### src/rtl/screen_memarb_pkg.sv
// Shared types for the screen/CPU external-memory arbiter.
package screen_memarb_pkg;

    localparam int ID_W = 1;

    typedef enum logic [ID_W-1:0] {
        ID_SCR = 1'b0,
        ID_CPU = 1'b1
    } req_id_t;

    typedef enum logic [1:0] {
        LK_IDLE = 2'd0,
        LK_SCR  = 2'd1,
        LK_CPU  = 2'd2
    } lock_state_t;

endpackage

### src/rtl/screen_memarb_idq.sv
// In-order queue of requester IDs for addresses accepted by memory but still awaiting data.
module screen_memarb_idq
    import screen_memarb_pkg::*;
#(
    parameter int DEPTH = 4,
    localparam int PW = $clog2(DEPTH)
) (
    input  logic          i_clk,
    input  logic          i_rst,
    input  logic          i_push,
    input  req_id_t       i_push_id,
    input  logic          i_pop,
    output logic          o_empty,
    output req_id_t       o_head,
    output logic [PW:0]   o_count
);

    req_id_t       r_mem [DEPTH];
    logic [PW-1:0] r_wptr;
    logic [PW-1:0] r_rptr;
    logic [PW:0]   r_count;
    logic          w_full;
    logic          w_push;
    logic          w_pop;

    assign w_full  = (r_count == (PW+1)'(DEPTH));
    assign o_empty = (r_count == '0);
    assign o_count = r_count;
    assign o_head  = r_mem[r_rptr];

    assign w_push = i_push && !w_full;
    assign w_pop  = i_pop && !o_empty;

    // Pointers wrap naturally because DEPTH is a power of two.
    always_ff @(posedge i_clk) begin
        if (i_rst) begin
            r_wptr  <= '0;
            r_rptr  <= '0;
            r_count <= '0;
        end else begin
            if (w_push) begin
                r_mem[r_wptr] <= i_push_id;
                r_wptr        <= r_wptr + 1'b1;
            end
            if (w_pop) begin
                r_rptr <= r_rptr + 1'b1;
            end
            case ({w_push, w_pop})
                2'b10:   r_count <= r_count + 1'b1;
                2'b01:   r_count <= r_count - 1'b1;
                default: r_count <= r_count;
            endcase
        end
    end

endmodule

### src/rtl/screen_mem_arbiter.sv
// Shares one external-memory port between the screen fetcher (high priority) and the CPU.
// Define SCREEN_MEMARB_STARVE_GUARD_EN to force a CPU grant after STARVE_LIM back-to-back screen grants.
module screen_mem_arbiter
    import screen_memarb_pkg::*;
#(
    parameter int AW         = 20,
    parameter int DW         = 16,
    parameter int OUTST      = 4,
    parameter int STARVE_LIM = 8
) (
    input  logic          i_clk,
    input  logic          i_rst,
    input  logic          i_scr_addr_vld,
    output logic          o_scr_addr_gnt,
    input  logic [AW-1:0] i_scr_addr,
    output logic          o_scr_dat_vld,
    input  logic          i_scr_dat_gnt,
    output logic [DW-1:0] o_scr_dat,
    input  logic          i_cpu_addr_vld,
    output logic          o_cpu_addr_gnt,
    input  logic [AW-1:0] i_cpu_addr,
    output logic          o_cpu_dat_vld,
    input  logic          i_cpu_dat_gnt,
    output logic [DW-1:0] o_cpu_dat,
    output logic          o_mem_addr_vld,
    input  logic          i_mem_addr_gnt,
    output logic [AW-1:0] o_mem_addr,
    input  logic          i_mem_dat_vld,
    output logic          o_mem_dat_gnt,
    input  logic [DW-1:0] i_mem_dat,
    output logic          o_err_unexp
);

    localparam int CW = $clog2(OUTST);

    lock_state_t r_state;
    lock_state_t w_state_nxt;
    req_id_t     w_sel;
    req_id_t     w_head;
    logic        w_empty;
    logic [CW:0] w_count;
    logic        w_space;
    logic        w_addr_hs;
    logic        w_dat_hs;
    logic        w_force_cpu;
    logic        r_err;

`ifdef SCREEN_MEMARB_STARVE_GUARD_EN
    localparam int SW = $clog2(STARVE_LIM + 1);
    logic [SW-1:0] r_starve;

    assign w_force_cpu = (r_starve == SW'(STARVE_LIM)) && i_cpu_addr_vld;

    // Counts screen grants taken while the CPU sits waiting; saturates at the limit.
    always_ff @(posedge i_clk) begin
        if (i_rst) begin
            r_starve <= '0;
        end else if (!i_cpu_addr_vld || (w_addr_hs && w_sel == ID_CPU)) begin
            r_starve <= '0;
        end else if (w_addr_hs && w_sel == ID_SCR && r_starve != SW'(STARVE_LIM)) begin
            r_starve <= r_starve + 1'b1;
        end
    end
`else
    assign w_force_cpu = 1'b0;
`endif

    // A stalled address keeps its owner selected so mem_addr cannot change under memory.
    always_comb begin
        w_sel = ID_SCR;
        case (r_state)
            LK_SCR:  w_sel = ID_SCR;
            LK_CPU:  w_sel = ID_CPU;
            default: if (w_force_cpu || !i_scr_addr_vld) w_sel = ID_CPU;
        endcase
    end

    assign w_space        = (w_count < (CW+1)'(OUTST));
    assign o_mem_addr_vld = w_space && ((w_sel == ID_SCR) ? i_scr_addr_vld : i_cpu_addr_vld);
    assign o_mem_addr     = (w_sel == ID_SCR) ? i_scr_addr : i_cpu_addr;
    assign w_addr_hs      = o_mem_addr_vld && i_mem_addr_gnt;
    assign o_scr_addr_gnt = w_addr_hs && (w_sel == ID_SCR);
    assign o_cpu_addr_gnt = w_addr_hs && (w_sel == ID_CPU);

    always_ff @(posedge i_clk) begin
        if (i_rst) begin
            r_state <= LK_IDLE;
        end else begin
            r_state <= w_state_nxt;
        end
    end

    always_comb begin
        w_state_nxt = r_state;
        case (r_state)
            LK_IDLE: begin
                if (o_mem_addr_vld && !i_mem_addr_gnt) begin
                    w_state_nxt = (w_sel == ID_SCR) ? LK_SCR : LK_CPU;
                end
            end
            LK_SCR, LK_CPU: begin
                if (w_addr_hs) w_state_nxt = LK_IDLE;
            end
            default: w_state_nxt = LK_IDLE;
        endcase
    end

    // Returned data is steered to whichever requester owns the oldest accepted address.
    always_comb begin
        o_scr_dat_vld = 1'b0;
        o_cpu_dat_vld = 1'b0;
        o_mem_dat_gnt = 1'b0;
        if (!w_empty) begin
            if (w_head == ID_SCR) begin
                o_scr_dat_vld = i_mem_dat_vld;
                o_mem_dat_gnt = i_scr_dat_gnt;
            end else begin
                o_cpu_dat_vld = i_mem_dat_vld;
                o_mem_dat_gnt = i_cpu_dat_gnt;
            end
        end
    end

    assign o_scr_dat = i_mem_dat;
    assign o_cpu_dat = i_mem_dat;
    assign w_dat_hs  = i_mem_dat_vld && o_mem_dat_gnt;

    always_ff @(posedge i_clk) begin
        if (i_rst) begin
            r_err <= 1'b0;
        end else if (i_mem_dat_vld && w_empty) begin
            r_err <= 1'b1;
        end
    end

    assign o_err_unexp = r_err;

    screen_memarb_idq #(
        .DEPTH (OUTST)
    ) u_idq (
        .i_clk     (i_clk),
        .i_rst     (i_rst),
        .i_push    (w_addr_hs),
        .i_push_id (w_sel),
        .i_pop     (w_dat_hs),
        .o_empty   (w_empty),
        .o_head    (w_head),
        .o_count   (w_count)
    );

endmodule

### config.mk
export PLATFORM = sky130hd
export DESIGN_NAME = screen_mem_arbiter
export DESIGN_NICKNAME = d
export VERILOG_FILES = /design/src/rtl/screen_memarb_pkg.sv /design/src/rtl/screen_memarb_idq.sv /design/src/rtl/screen_mem_arbiter.sv
export SDC_FILE = /design/constraint.sdc
export NUM_CORES = 1
export LEC_CHECK = 0
export BUFFER_PORTS_ARGS = -buffer_cell sky130_fd_sc_hd__buf_2
export CORE_ASPECT_RATIO = 0.7
export CORE_MARGIN = 4
export CORE_UTILIZATION = 35
export CTS_BUF_LIST = sky130_fd_sc_hd__clkbuf_4 sky130_fd_sc_hd__clkbuf_8
export CTS_CLUSTER_SIZE = 12
export DETAILED_ROUTE_END_ITERATION = 12
export PLACE_DENSITY = 0.76
export REMOVE_ABC_BUFFERS = 1
export SLEW_MARGIN = 10
export SYNTH_ARGS = -nofsm -noshare
export SYNTH_HDL_FRONTEND = slang
export SYNTH_SLANG_ARGS = --single-unit
### constraint.sdc
create_clock -name i_clk -period 2.85 [get_ports i_clk]
set_clock_uncertainty 0.15 [all_clocks]
set_input_delay 0 -clock i_clk [delete_from_list [all_inputs] [get_ports i_clk]]
set_output_delay 0 -clock i_clk [all_outputs]
set_load 0.02 [all_outputs]
==> out/metrics.yaml, run 1 <==
slowest_stage: "mux4_2"
yosysWarnings: 0
overflow: 0
critPathRequiredTime_ns: 2.88
met2WireLength_mm: 1.65
io_pins: 123
place_ws_ns: 0.128
report.power.total_w: 0.00116
portBuffers: 74
ys_top_cells_by_area: "dfxtp_1 18%, buf_4 18%, nand2_1 17%"
ant_nets: 0
start_util: 0.373
maxCapViolCount: 0
async_flop_share: 0
synthFlopType: "dfxtp_1"
ys_seq_elements: 16
multi_input_comb_area_um2: 722
synth_area_leader_cell: "dfxtp_1"
slew_headroom: 0.664
drtPass1Iterations: 4
nFillCells: 355
start_kind: "flop"
drive_gt1_frac: 0.347
yosysMostFrequentCell: "nand2_1"
power.density_nw_per_um2: 647
layout_min_cycle_time_ns: 2.68
yosys-top-cells-count: "62 x nand2_1, 32 x buf_4, 14 x nor2_1"
worst_pin_slew_ns: 0.502
die_h_um: 60.0
htreeDepth: 1
crit_chain: "mux4_2, mux2i_4, nor2_2, ha_1, fa_1, xnor2_1, or3_1, a21oi_1"
finalCritPeriodShare: 0.939
vias: 1371
dr.max_layer_used: "met4"
clockBufferDepth: 2
slew_viol_final: 0
grt_pass1_vias: 1279
hp-class: "in -> reg"
cp_max_fo: 3
wl_per_cell_um: 13.1
grt_start_max_net_pins: 27
syn_to_final_growth_pct: 33.1
ys_seq_area_frac: 0.267
setup_ws_ns: 0.173
clock_sinks: 16
hold_path.startpoint: "i_scr_dat_gnt"
crit_type: "reg -> reg"
die_x_um: 82.3
via_per_inst: 4.65
track_usage: 0.162
crit_family: "multiplexers"
slowest_delay_ns: 0.54
leakagePower_nw: 0.942
core_area_um2: 3630
antennaDiodeCount: 0
layout.nets: 318
post_synth_inst_count: 182
wl_met3_um: 468
wirelength_met1_mm: 1.65
routabilityCongestion: 0.715
max_freq_mhz: 374
crit_buf_inv: 0
drtIter0Drc: 30
ys_types: 33
die_area_um2: 4930
synth_area_um2: 1350
clkTransAtPathRegs_ns: 0.06
r2r_start: "u_idq.r_mem[3]"
remaining_drc_errors: 0
setup_viol: 0
clk_latency_ns: 0.25
cp-startpoint: "u_idq.r_mem[3]"
cts_root_buf: "clkbuf_8"
synth_top_area_frac: 0.178
antenna_found_initial: 0
totalWireLength_mm: 3.86
rsz0062_at_grt: "no"
hold_viol: 0
fin_cells: 295
tns_ns: 0
seqCellArea_um2: 360
dpl.hpwl_mm: 2.80
grt_pass1_wl_mm: 6.05
syn_area_per_cell_um2: 7.42
r2r_slack_ns: 0.17
rows: 18
cts_buffers: 3
peakVddDrop_uv: 379
cts_tree: "yes"
outcome: "complete, no violations"
synth_edf_count: 4
arrival_ns: 2.71
dp.cells: 271
cp-end-kind: "flop"
[layer usage]
layer  vias to the layer above  GRT usage
met2                        82      0.226
met4                         0     0.0498
met1                       600      0.219
met3                        12     0.0753
li1                        677          -
met5                         -          0
[path summary, 6_finish.rpt]
kind,endpoint,cells past startpoint
worst max-delay path,u_idq.o_count[2],8
worst min-delay path,flop,4
worst max register to register,u_idq.o_count[2],8
worst min register to register,r_state[0],2
[power by group]
part	internal (W)	switching (W)
combinational	0.000255	0.000418
clock	0.000109	0.0000751
sequential	0.000277	0.0000302
[cells by family after synthesis]
logic type | Yosys count | share of synthesized area
adders and majority gates | 8 | 0.0796
AOI/OAI and AO/OA | 11 | 0.0602
and+or+nand+nor | 95 | 0.302
DFF | 16 | 0.267
xor gates and xnor gates | 3 | 0.0194
muxes | 7 | 0.0667
buffers and inverters | 42 | 0.206
[metrics by stage]
step,util,instance area (um2),hold slack (ns)
floorplan,-,1090,-0.150
global placement,0.425,1540,-0.150
detailed placement,0.425,1540,-0.150
CTS,0.493,1790,0.103
global route,0.496,1800,0.122
finish,0.496,1800,0.0996
[cell usage in the layout, fill, tap and decap left out, types with 2 or more instances in the layout]
cell type      instances
nor2b_1                4
and2_1                 4
buf_4                  2
dlygate4sd3_1         20
o32ai_1                2
inv_1                  4
clkbuf_8               3
mux2i_1                2
nor2_1                14
a21oi_1                3
xnor2_1                2
or3_1                  2
ha_1                   7
nand2b_1               4
edfxtp_1               4
mux2_1                 3
nand2_1               62
dfxtp_1               12
buf_2                 74
[worst register-to-register path: cells and delay by family (launching register included)]
family          cells  cell delay (ns)
mux                 2             0.76
flops               1             0.37
fa+ha+maj           2             0.69
simple gates        2             0.38
xor+xnor            1             0.14
compound gates      1             0.13
[layout make-up]
| class | instances | area share |
|---|---|---|
| multi-input cells | 124 | 0.402 |
| repair buffers | 96 | 0.326 |
| flip-flops and latches | 16 | 0.200 |
| well taps | 50 | 0.0348 |
| clock buffers | 4 | 0.0271 |
| inverters | 5 | 0.0104 |
[repair_timing]
item	4_1_cts	5_1_grt
endpoints found under the hold margin	40	0
buffers inserted	0	0
gates resized for setup	0	1
hold buffers	20	0
setup endpoints to repair	0	1
No activity file was read; power rests on OpenSTA's default activity.
==> run 2, diff against run 1 <==
CORE_UTILIZATION = 38   (was 35)
HOLD_SLACK_MARGIN = 0.02   (was default)
PLACE_DENSITY = 0.82   (was 0.76)
==> out/metrics.yaml, run 2 (synthesized netlist as in run 1, its figures left out) <==
die_x_um: 79.3  # -3.6%
clock_sinks: 16  # unchanged
seqCellArea_um2: 360  # unchanged
finalCritPeriodShare: 0.959  # +0.0200
remaining_drc_errors: 0  # unchanged
totalWireLength_mm: 4.10  # +6.1%
hp-class: "in -> reg"
drive_gt1_frac: 0.343  # -0.00408
arrival_ns: 2.75  # +0.04 ns
ant_nets: 0  # unchanged
start_kind: "flop"
final_cell_mix: "74 x buf_2, 62 x nand2_1, 20 x dlygate4sd3_1"
die_h_um: 57.9  # -3.5%
grt_pass1_wl_mm: 6.34  # +4.8%
drtPass1Iterations: 4  # unchanged
setup_viol: 0  # unchanged
rows: 17  # -1
drtIter0Drc: 33  # +10%
maxCapViolCount: 0  # unchanged
outcome: "complete, no violations"
peakVddDrop_uv: 395  # +4.3%
cts_buffers: 3  # unchanged
clockBufferDepth: 2  # unchanged
via_per_inst: 4.71  # +1.2%
slew_viol_final: 0  # unchanged
final_common_cell: "buf_2"
max_freq_mhz: 366  # -2.1%
routabilityCongestion: 0.793  # +11%
antenna_found_initial: 0  # unchanged
start_util: 0.413  # +0.0399
syn_to_final_growth_pct: 32.5
track_usage: 0.175  # +0.0128
cts_tree: "yes"
power.density_nw_per_um2: 646  # -0.21%
grt_pass1_vias: 1362  # +6.5%
wl_per_cell_um: 14.0  # +7.2%
multi_input_comb_area_um2: 722  # unchanged
hold_viol: 0  # unchanged
crit_type: "reg -> reg"
reg2reg_depth: 8  # unchanged
slew_headroom: 0.649  # -0.0153
cp-end-kind: "flop"
overflow: 0  # unchanged
critPathRequiredTime_ns: 2.87  # about the same
cp_max_fo: 3  # unchanged
cts_root_buf: "clkbuf_8"
dpl.hpwl_mm: 2.95  # +5.3%
layout_min_cycle_time_ns: 2.73  # +0.0571 ns
grt_start_max_net_pins: 27  # unchanged
clkTransAtPathRegs_ns: 0.06  # about the same
vias: 1374  # +0.22%
nFillCells: 318  # -10%
portBuffers: 74  # unchanged
worst_pin_slew_ns: 0.525  # +0.0228 ns
antennaDiodeCount: 0  # unchanged
tns_ns: 0  # unchanged
io_pins: 123  # unchanged
die_area_um2: 4590  # -7.0%
htreeDepth: 1  # unchanged
layout.nets: 318  # unchanged
clk_latency_ns: 0.25  # about the same
leakagePower_nw: 0.939  # -0.32%
whs_ns: 0.112  # +0.0123 ns
postCtsSetupBuffers: 0  # unchanged
whs_path_depth: 4  # unchanged
core_area_um2: 3280  # -9.7%
## run 2: cell count changes in the layout (fill, tap and decap cells not counted), sizes merged
cell | previous run | this run
clkinv | 0 | 1
clkbuf | 4 | 3
## run 2: final cells by class
cell class / instances / area share
Inverter: 5 / 0.0105
Sequential cell: 16 / 0.201
Multi-Input combinational cell: 124 / 0.403
Clock buffer: 3 / 0.0231
Tap cell: 47 / 0.0328
Timing Repair Buffer: 96 / 0.327
Clock inverter: 1 / 0.00210
## run 2: path summary, 6_finish.rpt
check                      start          endpoint  slack (ns)
hold reg to reg       r_state[0]        r_state[0]        0.36
setup / recovery  u_idq.r_mem[2]  u_idq.o_count[2]        0.12
hold / removal     i_scr_dat_gnt   u_idq.r_rptr[0]        0.11
setup reg to reg  u_idq.r_mem[2]  u_idq.o_count[2]        0.12
## run 2: routing by layer
| layer | up-vias | global-route usage | share of wire |
|---|---|---|---|
| li1 | 672 | - | - |
| met1 | 629 | 0.229 | 0.44 |
| met2 | 67 | 0.282 | 0.46 |
| met3 | 6 | 0.0559 | 0.088 |
| met4 | 0 | 0.0392 | 0.014 |
| met5 | - | 0 | 0 |
## run 2: where the power goes
part	total (W)	leakage, nW	switching, W	internal, W
registers	0.000308	0.134	0.0000311	0.000277
logic	0.000677	0.781	0.000422	0.000255
clock network	0.000171	0.0231	0.0000755	0.0000955
total	0.00116	0.939	0.000529	0.000628
## run 2: timing repair
action | in CTS | in global routing
setup endpoints to repair | 0 | 1
hold buffers | 20 | 0
endpoints found under the hold margin | 40 | 0
resized for setup | 0 | 1
## run 2: critical path, stage by stage, from the launching register on
cell and delay [ns]:
edfxtp_1 0.37, mux4_2 0.54, mux2i_4 0.22, nor2_2 0.08
ha_1 0.24, fa_1 0.44, xnor2_1 0.14, or3_1 0.30
a21oi_1 0.18
## run 2: stage by stage
stage	util	total power, W	cell area (um2)	cells	setup WS (ns)
floorplan	-	0.000720	1090	145	0.256
global placement	0.469	0.000902	1540	268	0.199
detailed placement	0.469	0.000919	1540	268	0.149
CTS	0.544	0.00116	1780	292	0.124
global route	0.547	0.00125	1790	292	-0.00596
finish	0.547	0.00116	1790	292	0.116
==> run 3, diff against run 2 <==
CORE_UTILIZATION = 41   (was 38)
PLACE_DENSITY = 0.87   (was 0.82)
clock period = 3.4 ns   (was 2.85 ns; I/O delays follow)
==> out/metrics.yaml, run 3 (synthesized netlist as in run 1, its figures left out) <==
start_kind: "flop"
arrival_ns: 2.77  # +0.02 ns
crit_chain: "mux4_2, mux2i_2, nor2_2, ha_1, fa_1, xnor2_1, or3_1, a21oi_1"
maxCapViolCount: 0  # unchanged
die_area_um2: 4290  # -6.5%
cts_root_buf: "clkbuf_8"
rows: 17  # unchanged
crit_buf_inv: 0  # unchanged
io_pins: 123  # unchanged
die_h_um: 56.0  # -3.2%
critPathRequiredTime_ns: 3.43  # +0.56 ns
clk_latency_ns: 0.25  # about the same
clock_sinks: 16  # unchanged
post_cts_resized: 0  # unchanged
clkTransAtPathRegs_ns: 0.06  # about the same
final_common_cell: "buf_2"
clockBufferDepth: 2  # unchanged
core_area_um2: 3150  # -3.9%
worst_pin_slew_ns: 0.503  # -0.0224 ns
syn_to_final_growth_pct: 30.5
final_util: 0.560  # +0.0134
rsz0062_at_grt: "no"
final_cell_mix: "74 x buf_2, 62 x nand2_1, 20 x dlygate4sd3_1"
grt_pass1_vias: 1387  # +1.8%
nFillCells: 295  # -7.2%
ant_nets: 0  # unchanged
grt_start_max_net_pins: 27  # unchanged
leakagePower_nw: 0.933  # -0.60%
wl_per_cell_um: 14.6  # +4.3%
remaining_drc_errors: 0  # unchanged
layout.nets: 317  # -0.31%
fin_cells: 282  # -3.4%
setup_viol: 0  # unchanged
finalCritPeriodShare: 0.805  # -0.154
via_per_inst: 4.96  # +5.4%
slew_viol_final: 0  # unchanged
vias: 1399  # +1.8%
totalWireLength_mm: 4.13  # +0.76%
cts_tree: "yes"
slowest_stage: "mux4_2"
cp_max_fo: 3  # unchanged
cp-end-kind: "flop"
htreeDepth: 1  # unchanged
dp.cells: 258  # -3.7%
hp-class: "in -> reg"
layout_min_cycle_time_ns: 2.74  # +0.00441 ns
drive_gt1_frac: 0.340  # -0.00269
antennaDiodeCount: 0  # unchanged
max_freq_mhz: 365  # -0.16%
overflow: 0  # unchanged
antenna_found_initial: 0  # unchanged
crit_family: "multiplexers"
start_util: 0.429  # +0.0167
dpl.hpwl_mm: 2.95  # about the same
drtIter0Drc: 28  # -15%
crit_type: "reg -> reg"
postCtsSetupBuffers: 0  # unchanged
hold_viol: 0  # unchanged
drtPass1Iterations: 4  # unchanged
track_usage: 0.192  # +0.0177
hold_path.startpoint: "i_cpu_dat_gnt"
peakVddDrop_uv: 285  # -28%
portBuffers: 74  # unchanged
power.density_nw_per_um2: 551  # -15%
slew_headroom: 0.664  # +0.0150
tns_ns: 0  # unchanged
slowest_delay_ns: 0.54  # about the same
die_x_um: 76.6  # -3.4%
outcome: "complete, no violations"
routabilityCongestion: 0.709  # -11%
grt_pass1_wl_mm: 6.54  # +3.2%
cts_buffers: 3  # unchanged
## run 3: final cells by class
cell class	count	area (um2)	share of cell area
multi-input combinational	124	713	0.405
timing repair buffer	95	578	0.328
sequential	16	360	0.204
tap	38	47.5	0.0270
clock buffer	3	41.3	0.0234
inverter	5	18.8	0.0106
clock inverter	1	3.75	0.00213
## run 3: final timing paths
path              slack [ns]          endpoint  cells past startpoint
hold reg to reg         0.37        r_state[0]                      2
hold / removal          0.11   u_idq.r_rptr[0]                      4
setup / recovery        0.66  u_idq.o_count[2]                      8
setup reg to reg        0.66  u_idq.o_count[2]                      8
## run 3: routing by layer
layer  wire (um)  part of all wire  track usage  vias to the layer above
li1            -                 -            -                      673
met1        1680              0.41        0.228                      637
met2        1930              0.47        0.310                       75
met3         398             0.096       0.0809                       14
met4         114             0.028       0.0724                        0
met5           0                 0            0                        -
## run 3: power by group
group          internal (W)  switching [W]  total [W]
clock network     0.0000801      0.0000651   0.000145
logic              0.000211       0.000357   0.000568
registers          0.000232      0.0000271   0.000259
total              0.000523       0.000449   0.000972
## run 3: metrics by stage
stage	hold slack, ns	worst slack, ns	total power (W)	area [um2]
5_1_grt	0.135	0.543	0.00105	1760
3_5_place_dp	-0.150	0.674	0.000773	1520
4_1_cts	0.104	0.645	0.000976	1760
2_1_floorplan	-0.150	0.806	0.000604	1090
6_report	0.108	0.662	0.000972	1760
3_3_place_gp	-0.150	0.751	0.000756	1520
## run 3: worst reg2reg max path: cells and delay by family (launching register included)
family                   cells  cell delay, ns
adder cells (fa/ha/maj)      2            0.70
flip-flops                   1            0.33
multiplexers                 2            0.81
AO/OA/AOI/OAI                1            0.14
AND/OR/NAND/NOR              2            0.40
XOR/XNOR                     1            0.15
## run 3: repair_timing
item | CTS | global route
hold endpoints to repair | 40 | 0
hold buffers | 20 | 0
setup endpoints to repair | 0 | 0
